--- config.mk ---
export PLATFORM = sky130hd
export DESIGN_NAME = bcd_clock_ctrl
export DESIGN_NICKNAME = d
export VERILOG_FILES = /design/src/rtl/bcd_clock_pkg.sv /design/src/rtl/bcd_clock_ctrl_time_inc.sv /design/src/rtl/bcd_clock_ctrl.sv
export SDC_FILE = /design/constraint.sdc
export NUM_CORES = 1
export LEC_CHECK = 0
export CAP_MARGIN = 20
export CELL_PAD_IN_SITES_DETAIL_PLACEMENT = 0
export CELL_PAD_IN_SITES_GLOBAL_PLACEMENT = 1
export CORE_MARGIN = 2
export CORE_UTILIZATION = 34
export DETAILED_ROUTE_END_ITERATION = 7
export PLACE_DENSITY_LB_ADDON = 0.15
export SETUP_SLACK_MARGIN = 0.4
export SLEW_MARGIN = 20
export SYNTH_ARGS = -nofsm -noshare
export SYNTH_HDL_FRONTEND = slang
export SYNTH_SLANG_ARGS = --single-unit
--- constraint.sdc ---
create_clock -name clk -period 2.15 [get_ports clk]
set_input_delay 0.3225 -clock clk [delete_from_list [all_inputs] [get_ports clk]]
set_output_delay 0.3225 -clock clk [all_outputs]
set_load 0.005 [all_outputs]
--- src/rtl/bcd_clock_pkg.sv ---
// rtl/bcd_clock_pkg.sv - shared mode encoding, digit limits and time record for the HH:MM clock
package bcd_clock_pkg;

  typedef enum logic [1:0] {
    MODE_RUN      = 2'd0,
    MODE_SET_HOUR = 2'd1,
    MODE_SET_MIN  = 2'd2
  } mode_t;

  localparam logic [3:0] MAX_MS_HOUR      = 4'd2;
  localparam logic [3:0] MAX_LS_HOUR_AT_2 = 4'd3;
  localparam logic [3:0] MAX_MS_MIN       = 4'd5;
  localparam logic [3:0] MAX_BCD          = 4'd9;

  typedef struct packed {
    logic [3:0] ms_hour;
    logic [3:0] ls_hour;
    logic [3:0] ms_min;
    logic [3:0] ls_min;
  } time_t;

  // A time is legal when every digit is BCD, minutes tens <= 5 and hours <= 23.
  function automatic logic time_is_valid(input time_t t);
    logic digits_bcd;
    logic hours_ok;
    digits_bcd = (t.ms_hour <= MAX_BCD) && (t.ls_hour <= MAX_BCD) &&
                 (t.ms_min <= MAX_BCD) && (t.ls_min <= MAX_BCD);
    hours_ok   = (t.ms_hour < MAX_MS_HOUR) ||
                 ((t.ms_hour == MAX_MS_HOUR) && (t.ls_hour <= MAX_LS_HOUR_AT_2));
    return digits_bcd && (t.ms_min <= MAX_MS_MIN) && hours_ok;
  endfunction

endpackage

--- src/rtl/bcd_clock_ctrl_time_inc.sv ---
// rtl/bcd_clock_ctrl_time_inc.sv - combinational BCD minute/hour incrementer shared by run and set paths
module bcd_time_inc
  import bcd_clock_pkg::*;
(
  input  logic [15:0] cur_time,
  input  logic        inc_min,
  input  logic        inc_hour,
  input  logic        carry_en,
  output logic [15:0] next_time,
  output logic        wrapped
);

  time_t t;
  time_t n;
  logic  min_carry;
  logic  hour_step;

  assign t = time_t'(cur_time);

  always_comb begin
    n         = t;
    min_carry = 1'b0;
    if (inc_min) begin
      if (t.ls_min == MAX_BCD) begin
        n.ls_min = 4'd0;
        if (t.ms_min == MAX_MS_MIN) begin
          n.ms_min  = 4'd0;
          min_carry = 1'b1;
        end else begin
          n.ms_min = t.ms_min + 4'd1;
        end
      end else begin
        n.ls_min = t.ls_min + 4'd1;
      end
    end

    // Minute rollover only ripples into hours on the timekeeping path.
    hour_step = inc_hour || (min_carry && carry_en);
    if (hour_step) begin
      if ((t.ms_hour == MAX_MS_HOUR) && (t.ls_hour == MAX_LS_HOUR_AT_2)) begin
        n.ms_hour = 4'd0;
        n.ls_hour = 4'd0;
      end else if (t.ls_hour == MAX_BCD) begin
        n.ls_hour = 4'd0;
        n.ms_hour = t.ms_hour + 4'd1;
      end else begin
        n.ls_hour = t.ls_hour + 4'd1;
      end
    end

    wrapped = min_carry && carry_en &&
              (t.ms_hour == MAX_MS_HOUR) && (t.ls_hour == MAX_LS_HOUR_AT_2);
  end

  assign next_time = n;

endmodule

--- src/rtl/bcd_clock_ctrl.sv ---
// rtl/bcd_clock_ctrl.sv - HH:MM time register, minute prescaler, set-time FSM and parallel load
module bcd_clock_ctrl
  import bcd_clock_pkg::*;
#(
  parameter int CLKS_PER_MIN = 4
) (
  input  logic        clk,
  input  logic        reset,
  input  logic        run_en,
  input  logic        btn_mode,
  input  logic        btn_inc,
  input  logic        load,
  input  logic [15:0] load_time,
  output logic [3:0]  ms_hour,
  output logic [3:0]  ls_hour,
  output logic [3:0]  ms_min,
  output logic [3:0]  ls_min,
  output logic        minute_tick,
  output logic        midnight_tick,
  output logic [1:0]  mode,
  output logic        load_err
);

  localparam int PS_W = $clog2(CLKS_PER_MIN);
  localparam logic [PS_W-1:0] PS_LAST = PS_W'(CLKS_PER_MIN - 1);

  mode_t           state_q;
  mode_t           state_d;
  time_t           time_q;
  logic [PS_W-1:0] ps_q;
  logic            minute_tick_q;
  logic            midnight_tick_q;
  logic            load_err_q;

  logic            load_ok;
  logic            in_run;
  logic            mode_evt;
  logic            set_hour_inc;
  logic            set_min_inc;
  logic            ps_wrap;
  logic [15:0]     inc_time;
  logic            inc_wrapped;

  // Event priority: load > btn_mode > btn_inc > prescaler advance.
  assign load_ok      = time_is_valid(time_t'(load_time));
  assign in_run       = (state_q == MODE_RUN);
  assign mode_evt     = btn_mode && !load;
  assign set_hour_inc = btn_inc && !load && !btn_mode && (state_q == MODE_SET_HOUR);
  assign set_min_inc  = btn_inc && !load && !btn_mode && (state_q == MODE_SET_MIN);
  assign ps_wrap      = in_run && run_en && !load && !btn_mode && (ps_q == PS_LAST);

  bcd_time_inc u_time_inc (
    .cur_time  (time_q),
    .inc_min   (ps_wrap || set_min_inc),
    .inc_hour  (set_hour_inc),
    .carry_en  (ps_wrap),
    .next_time (inc_time),
    .wrapped   (inc_wrapped)
  );

  always_ff @(posedge clk) begin
    if (reset) begin
      state_q <= MODE_RUN;
    end else begin
      state_q <= state_d;
    end
  end

  always_comb begin
    state_d = state_q;
    case (state_q)
      MODE_RUN:      if (mode_evt) state_d = MODE_SET_HOUR;
      MODE_SET_HOUR: if (mode_evt) state_d = MODE_SET_MIN;
      MODE_SET_MIN:  if (mode_evt) state_d = MODE_RUN;
      default:       state_d = MODE_RUN;
    endcase
  end

  always_comb begin
    mode = state_q;
  end

  always_ff @(posedge clk) begin
    if (reset) begin
      time_q          <= '0;
      ps_q            <= '0;
      minute_tick_q   <= 1'b0;
      midnight_tick_q <= 1'b0;
      load_err_q      <= 1'b0;
    end else begin
      minute_tick_q   <= ps_wrap;
      midnight_tick_q <= ps_wrap && inc_wrapped;
      load_err_q      <= load && !load_ok;
      if (load) begin
        // A rejected load still swallows the lower-priority events this cycle.
        if (load_ok) begin
          time_q <= time_t'(load_time);
          ps_q   <= '0;
        end
      end else if (btn_mode) begin
        ps_q <= '0;
      end else if (in_run) begin
        if (run_en) begin
          if (ps_wrap) begin
            time_q <= time_t'(inc_time);
            ps_q   <= '0;
          end else begin
            ps_q <= ps_q + 1'b1;
          end
        end
      end else begin
        ps_q <= '0;
        if (set_hour_inc || set_min_inc) begin
          time_q <= time_t'(inc_time);
        end
      end
    end
  end

  assign ms_hour       = time_q.ms_hour;
  assign ls_hour       = time_q.ls_hour;
  assign ms_min        = time_q.ms_min;
  assign ls_min        = time_q.ls_min;
  assign minute_tick   = minute_tick_q;
  assign midnight_tick = midnight_tick_q;
  assign load_err      = load_err_q;

endmodule

==> results by group <==
CTS
  • Hold-fix buffers at CTS: 0
  • Clock Sinks: 23
  • Bufs on Longest Clock Path: 2
  • Root cell of the clock tree: clkbuf_8
  • Clk pin slew, worst setup/hold paths: 90 ps
  • CTS buffer count: 3
  • H-tree Lvls: 1
  • CTS tree: built
  • Worst skew pair latency: 270 ps

Power
  • Reg power frac: 47.3%
  • PwrDens: 415 nW/µm²
  • Pint: 0.689 mW
  • Clk pwr share: 28.6%
  • Worst vdd ir: 425 µV
  • NetSw: 0.273 mW
  • Comb pwr share: 24.1%
  • Leakage power: 0.876 nW
  • Sw frac: 28.4%

Die
  • Die Wd: 70.3 µm
  • Area of the core: 4290 µm²
  • Top-Level Pins: 43
  • FP Rows: 24
  • Die H: 70.3 µm
  • Die area: 4950 µm²
  • Initial core utilization: 34.8%

Min path
  • Worst hold path type: primary input to register
  • Hold path cells: 3
  • Hold path start: load_time[14]

Routing
  • Routed len/inst: 15.0 µm
  • Met2 routed WL: 2210 µm
  • Final ANT Viol Nets: 0
  • DRC errors left: 0
  • DRT Pass-1 Iters: 5
  • Top Metal Used: met4
  • Detail Route met3 WL: 167 µm
  • Vias per cell: 5.42
  • WL met1: 2050 µm
  • Post-Route WL: 4490 µm
  • First-iteration detailed-routing DRC count: 90
  • Vias: 1,621

Timing
  • Fin. max-slew vios: 0
  • Hold slack: 459 ps
  • Min Clock Period, post-route: 1850 ps
  • Clk_skew: 5.52 ps
  • Slew HR: 72.2%
  • Worst setup margin: 300 ps
  • Highest Clock Rate: 540 MHz
  • Final critical-path share of the clock period: 86.1%
  • Hold Vio Cnt, Final: 0
  • Slew @ Worst Pin: 415 ps
  • RSZ-0062 raised after global routing: true
  • Final setup viols: 0

Synth
  • Synth warn: 0
  • Synth cell count leaders: dfxtp_1, a21oi_1, nor3_1, nand2_1, nor2_1
  • Post-synth EDFFs: 0
  • Total nets after synthesis: 213
  • Asr flop ratio synth: 0%
  • Largest cells by area after synthesis: dfxtp_1, a21oi_1, nor3_1
  • Mapped cell area: 1500 µm²
  • Yosys top cell by area: dfxtp_1
  • Post-Syn Instances: 186
  • Cell variety after synth: 50
  • Synth Flop Type: dfxtp_1
  • Synth top area share: 30.8%
  • Seq cells post-synth: 23
  • Seq/Total Area, Yosys: 30.8%
  • Most common cell in the netlist: dfxtp_1
  • Synth Area per Inst: 8.05 µm²

Worst setup path
  • Crit-path max FO: 5
  • Critical path class: register to register
  • CP Launch Type: register
  • Worst setup path startpoint: ms_hour[0]
  • Worst Path Required: 2300 ps
  • Crit end category: register
  • FF-to-FF path depth: 7
  • Critical Path AT: 2000 ps
  • Worst r2r src: ms_hour[0]

Global route
  • Total GRT Usage: 17.8%
  • Vias in the first global route: 1,603
  • Remaining Overflow, GRT: 0
  • Global-route wire length before repair: 7160 µm
  • Largest net degree at the start of global routing: 19
  • Initial antenna violation count: 0

Finish
  • Register area: 470 µm²
  • # fillers: 410
  • Area delta synth->final: 55.1%
  • Final Instance Area: 2320 µm²
  • Nets: 275
  • Final Core Density: 54.1%
  • Multi-input logic area: 1110 µm²
  • Layout cells sized above 1: 21.5%
  • Antenna Cells: 0

Outcome
  • Status: complete, no violations

Placed design
  • HPWL Detailed: 3320 µm
  • Placed Instance Area: 2080 µm²
  • Final Wtd Congestion: 0.881
  • PortBufs: 42
  • Post-place setup slack: -132 ps

Run
  • Max cap viols: 0
==> sequential cells by signal, indices dropped and copies added (netlist names) <==
register,cells
midnight_tick,1
load_err,1
ps_q,2
ms_hour,4
minute_tick,1
ls_hour,4
mode,2
ls_min,4
ms_min,4
==> cell type report <==
type | instances | area share, %
inverter | 5 | 0.809
sequential | 23 | 20.3
tap | 52 | 2.80
clock buffer | 3 | 1.78
clock inverter | 1 | 0.216
multi-input combinational | 150 | 47.8
timing repair buffer | 65 | 26.3
==> layer usage <==
| layer | track usage, % | vias to the layer above |
|---|---|---|
| met1 | 21.2 | 748 |
| met4 | 5.77 | 0 |
| li1 | - | 829 |
| met2 | 31.3 | 38 |
| met3 | 4.18 | 6 |
| met5 | 0 | - |
==> per-stage QoR <==
step	instances	setup TNS, ps	total power, mW
after CTS	298	0	0.961
after global routing	299	0	1.01
after global placement	287	-99.6	0.671
after detailed placement	287	-192	0.674
after floorplan	186	0	0.565
final	299	0	0.963
==> cells by family after synthesis <==
| family | count (synthesis) | synth area share (%) |
|---|---|---|
| AND/OR/NAND/NOR | 77 | 28.4 |
| AO/OA/AOI/OAI | 60 | 28.3 |
| flip-flops | 23 | 30.8 |
| buffers and inverters | 13 | 3.34 |
| adder cells (fa/ha/maj) | 5 | 4.18 |
| XOR/XNOR | 4 | 2.34 |
| multiplexers | 4 | 2.68 |
==> final timing paths <==
path	endpoint	slack, ps
max	ms_hour[2]	300
min	ms_hour[2]	460
max reg2reg	ms_hour[2]	300
min reg2reg	ps_q[1]	500
==> what timing repair did <==
item / 4_1_cts / 5_1_grt
endpoints found under the setup margin: 13 / 19
gates resized for setup: 15 / 21
pin swaps: 5 / 13
setup buffers: 7 / 1
cloned: 0 / 0
==> cells in the final DEF (no fill, tap or decap), drive strengths merged, types with 7 or more instances in the layout <==
cell type       n
clkdlybuf4s50  35
buf            23
dfxtp          23
a21oi          19
nor3           15
nand2          14
nor2           13
o21ai          11
nand3           8
o31ai           7
==> worst max-delay path, stage by stage (launching register included) <==
cell and delay, ps:
dfxtp_4 350, inv_2 40, ha_1 120, or4b_4 480
o21bai_4 220, o221ai_4 160, o311ai_2 250, o41ai_1 110
==> power groups by stage <==
stage          sequential, mW  combinational [mW]  clock [mW]
2_1_floorplan           0.464               0.101           0
3_3_place_gp            0.466               0.206           0
3_5_place_dp            0.467               0.208           0
4_1_cts                 0.455               0.224       0.282
5_1_grt                 0.458               0.252       0.300
6_report                0.455               0.232       0.276
Power figures use the tool's default switching activity.
==> RTL edit 1, RTL diff (same flow settings) <==
The output `minute_tick` loses its register stage (`minute_tick_q` becomes a continuous assignment).
--- a/src/rtl/bcd_clock_ctrl.sv
+++ b/src/rtl/bcd_clock_ctrl.sv
@@ -84,11 +84,9 @@
     if (reset) begin
       time_q          <= '0;
       ps_q            <= '0;
-      minute_tick_q   <= 1'b0;
       midnight_tick_q <= 1'b0;
       load_err_q      <= 1'b0;
     end else begin
-      minute_tick_q   <= ps_wrap;
       midnight_tick_q <= ps_wrap && inc_wrapped;
       load_err_q      <= load && !load_ok;
       if (load) begin
@@ -117,6 +115,8 @@
     end
   end
 
+  assign minute_tick_q = ps_wrap;
+
   assign ms_hour       = time_q.ms_hour;
   assign ls_hour       = time_q.ls_hour;
   assign ms_min        = time_q.ms_min;
Behaviour: not the same (a bounded check fails within 4 cycles, from zero or initial values and one cycle with reset high).
==> RTL edit 1 against the unedited design <==
First-iteration DRC count decreased by 4.4%. Final cell count increased by 10%. Fmax decreased by 3.1%. Sequential cell count decreased by 1. Utilization increased by 6.8 points. Global-route usage increased by 2.4 points. Die area increased by 2.7%. Final area increased by 14%. Power increased by 10%. Wire length increased by 16%. Worst setup slack got worse by 0.060 ns. Synthesized area increased by 2.8%. Sequential share of layout area decreased by 2.5 points. Critical path type unchanged. Critical endpoint is now ms_hour[1]. Largest cell class unchanged.
==> RTL edit 1: results (changes against the unedited design) <==
Yosys
  • Post-synth top cells: 22 x sky130_fd_sc_hd__dfxtp_1, 21 x sky130_fd_sc_hd__nor2_1, 18 x sky130_fd_sc_hd__a21oi_1
  • Area share of xor/xnor cells in the synthesized design: 1.14% (-1.2 points)
  • Share of synthesized area spent on multiplexers: 0.650% (-2.0 points)
  • Cells after synthesis: 190 (+2.2%)
  • Synthesized Nets: 217 (+1.9%)
  • Post-Synth Adder-Cell Area: 4.07% (-0.12 points)
  • Largest family of logic cells by synthesized area: compound AO/OA/AOI/OAI gates
  • Unique masters post-synth: 52 (+4.0%)
  • Area fraction in compound gates after synthesis: 34.2% (+6.0 points)
  • Share of synthesized area occupied by flip-flops and latches: 28.6% (-2.2 points)
  • Cells taking the most area after synthesis: sky130_fd_sc_hd__dfxtp_1 29%, sky130_fd_sc_hd__a21oi_1 5.9%, sky130_fd_sc_hd__nor2_1 5.1%, sky130_fd_sc_hd__ha_1 4.1%, sky130_fd_sc_hd__nor3_1 3.3%

Place
  • Post-place instance area: 2300 µm² (+11%)
  • Number of cells after detailed placement: 306 (+6.6%)
  • Final weighted congestion in routability-driven placement: 0.834 (-5.4%)
  • Worst setup slack after placement: -0.195 ns (-0.0623 ns)

Global route
  • GRT Resource Usage Total: 20.3% (+2.4 points)
  • Met1 routing resource usage after global routing: 25.4% (+4.2 points)
  • Met2 global-route usage: 36.1% (+4.8 points)
  • Routing usage on met3: 2.53% (-1.7 points)
  • Global-route wire length before repair: 8300 µm (+16%)
  • Via count of the first global-routing pass: 1784 (+11%)
  • Maximum number of pins on one net before global-route repair: 26 (+7)

Worst setup path
  • Data arrival time at the worst-slack endpoint: 2.09 ns (+0.09 ns)

Cells and area
  • Filler Cells Inserted: 360 (-12%)
  • Multi-input gate area: 1220 µm² (+10%)
  • Number of nets at the end of the flow: 305 (+11%)
  • Layout Cells excl Fill: 329 (+10%)
  • Share of post-route cells with drive strength above 1: 40.8% (+19 points)

Detailed routing
  • DR iter-0 viols: 86 (-4.4%)
  • Pre-Repair DR Iteration Count: 4 (-1)
  • Drt via density: 5.59 (+3.2%)
  • WL met2: 2650 µm (+20%)
  • Met1 WL: 2260 µm (+10%)

Outcome
  • Outcome: complete, no violations

Power
  • Worst IR drop on VDD: 0.000299 V (-30%)
  • Power drawn by the combinational cells: 0.000280 W (+21%)
  • Standby leakage power: 1.02 nW (+16%)
  • Internal Power: 0.000768 W (+11%)
  • Post-layout total power: 0.00106 W (+10%)
  • Sequential fraction of design power: 40.8% (-6.5 points)

CTS
  • Setup repair bufs after CTS: 11 (+4)
  • Post-cts gate resize count: 55 (+40)

Timing
  • Actual slew at the worst max-slew pin: 0.380 ns (-0.0349 ns)
==> RTL edit 1: cell count changes after synthesis, sizes merged, moves of 3 or more <==
cell	unedited run	this run
buf	3	6
nand2	14	9
a32oi	0	3
o211ai	0	3
mux2i	4	1
o31ai	7	4
nor2	13	21
a31o	3	0
nand3	8	5
o21ai	11	7
nor3	15	10
a311oi	0	3
o21a	2	6
==> RTL edit 1: logic make-up after synthesis <==
| group | Yosys count |
|---|---|
| flip-flops | 22 |
| AO/OA/AOI/OAI | 69 |
| adder cells (fa/ha/maj) | 5 |
| XOR/XNOR | 2 |
| multiplexers | 1 |
| buffers and inverters | 19 |
| AND/OR/NAND/NOR | 72 |
==> RTL edit 1: area by class of cell <==
type | instances | area share (%)
clock buffers | 4 | 2.50
multi-input cells | 149 | 46.1
repair buffers | 95 | 30.2
well taps | 52 | 2.46
flip-flops and latches | 22 | 17.8
inverters | 7 | 0.992
==> RTL edit 1: critical path, stage by stage (launching register included) <==
cell and delay, ns:
sky130_fd_sc_hd__dfxtp_4 0.36, sky130_fd_sc_hd__inv_2 0.06, sky130_fd_sc_hd__ha_4 0.11, sky130_fd_sc_hd__or4b_4 0.48
sky130_fd_sc_hd__o211ai_4 0.20, sky130_fd_sc_hd__a21boi_4 0.29, sky130_fd_sc_hd__a21oi_2 0.08, sky130_fd_sc_hd__a311oi_1 0.23
==> RTL edit 1: final timing paths <==
kind                 start          to  slack, ns  cells past startpoint
max             ms_hour[0]  ms_hour[1]       0.24                      7
min          load_time[15]  ms_hour[3]       0.46                      3
max reg2reg     ms_hour[0]  ms_hour[1]       0.24                      7
min reg2reg      ls_min[2]   ls_min[2]       0.51                      2
==> RTL edit 2, RTL diff (same flow settings) <==
Without the edit above. Change the parameter `CLKS_PER_MIN` from 4 to 2.
--- a/src/rtl/bcd_clock_ctrl.sv
+++ b/src/rtl/bcd_clock_ctrl.sv
@@ -2,7 +2,7 @@
 module bcd_clock_ctrl
   import bcd_clock_pkg::*;
 #(
-  parameter int CLKS_PER_MIN = 4
+  parameter int CLKS_PER_MIN = 2
 ) (
   input  logic        clk,
   input  logic        reset,
Check against the original RTL: not equivalent (a bounded check fails within 4 cycles, from zero or initial values and one cycle with reset high).
==> RTL edit 2 against the unedited design <==
Global-route usage up 1.0 points. Synthesized area down 0.59%. Worst setup slack lost 0.20 ns. Sequential power down 4.8%. Die area fell by 0.55%. Via count up 4.3%. Power rose by 13%. Fmax decreased by 9.9%. Clock power up 44%. Sequential cell count fell by 1. Sequential share of layout area decreased by 1.6 points. Final area increased by 3.3%. Wire length is 3.4% higher. Combinational power is 9.5% higher. Critical path type unchanged. Critical endpoint unchanged.
==> RTL edit 2: results (changes against the unedited design) <==
Outcome
  • Outcome: complete, no violations

Power
  • Standby leakage power: 0.888 nW (+1.3%)
  • Share of power burned in combinational logic: 23.4% (-0.7 points)
  • Portion of total power attributed to the clock network: 36.7% (+8.1 points)
  • Power drawn by the combinational cells: 0.000254 W (+9.5%)

Min path
  • Hold path endpoint: mode[1]
  • Number of cells on the worst hold path: 4 (+1)
  • Critical hold path startpoint: btn_mode

Detailed routing
  • Vias after detailed routing: 1691 (+4.3%)
  • Pre-Repair DR Iteration Count: 4 (-1)
  • DR iter-0 viols: 77 (-14%)
  • Amount of wire on met3 after detailed routing: 220 µm (+32%)

Global route
  • GRT Resource Usage Total: 18.9% (+1.0 points)
  • Met1 routing resource usage after global routing: 24.2% (+3.0 points)
  • Global-route wire length before repair: 7670 µm (+7.1%)

CTS
  • Post-cts gate resize count: 14 (-1)

Cells and area
  • Multi-input gate area: 1110 µm² (-0.34%)
  • Fraction of area in clock buffers and inverters: 2.97% (+0.98 points)
  • Multi-input combinational cell count: 149 (-0.67%)
  • Layout inverter count without the clock tree: 7 (+2)
  • Layout Cells excl Fill: 310 (+3.7%)
  • Sequential cell area share: 18.7% (-1.6 points)
  • Filler Cells Inserted: 406 (-0.98%)

Yosys
  • Synth Register Bits: 22 (-4.3%)
  • Unique masters post-synth: 51 (+2.0%)
  • Cells taking the most area after synthesis: sky130_fd_sc_hd__dfxtp_1 30%, sky130_fd_sc_hd__nand2_1 4.8%, sky130_fd_sc_hd__a21oi_1 4.7%, sky130_fd_sc_hd__nor2_1 4.5%, sky130_fd_sc_hd__mux2i_1 4.0%
  • Share of synthesized area occupied by flip-flops and latches: 29.6% (-1.2 points)

Worst setup path
  • Reg-to-reg slack, setup: 0.1 ns (-0.20 ns)

Place
  • Final weighted congestion in routability-driven placement: 0.789 (-11%)

Timing
  • Actual slew at the worst max-slew pin: 0.461 ns (+0.0464 ns)
RTL edit 2: critical path, stage by stage, from the launching register on:
cell and delay, ns:
sky130_fd_sc_hd__dfxtp_2 0.33, sky130_fd_sc_hd__or4_4 0.52, sky130_fd_sc_hd__or4_4 0.58, sky130_fd_sc_hd__and2_4 0.20
sky130_fd_sc_hd__o311ai_2 0.21, sky130_fd_sc_hd__o31ai_1 0.11
RTL edit 2: metrics by stage:
| step | worst slack, ns | TNS, ns |
|---|---|---|
| after floorplan | 0.0370 | 0 |
| after global placement | -0.313 | -3.25 |
| after detailed placement | -0.352 | -3.70 |
| after CTS | 0.0667 | 0 |
| after global routing | 0.0487 | 0 |
| final | 0.0972 | 0 |
RTL edit 2: logic make-up after synthesis:
family / count (synthesis) / synth area share (%)
simple gates: 79 / 29.7
compound gates: 58 / 27.8
flops: 22 / 29.6
buf+inv: 15 / 4.37
mux: 6 / 4.04
fa+ha+maj: 4 / 3.36
xor+xnor: 2 / 1.18
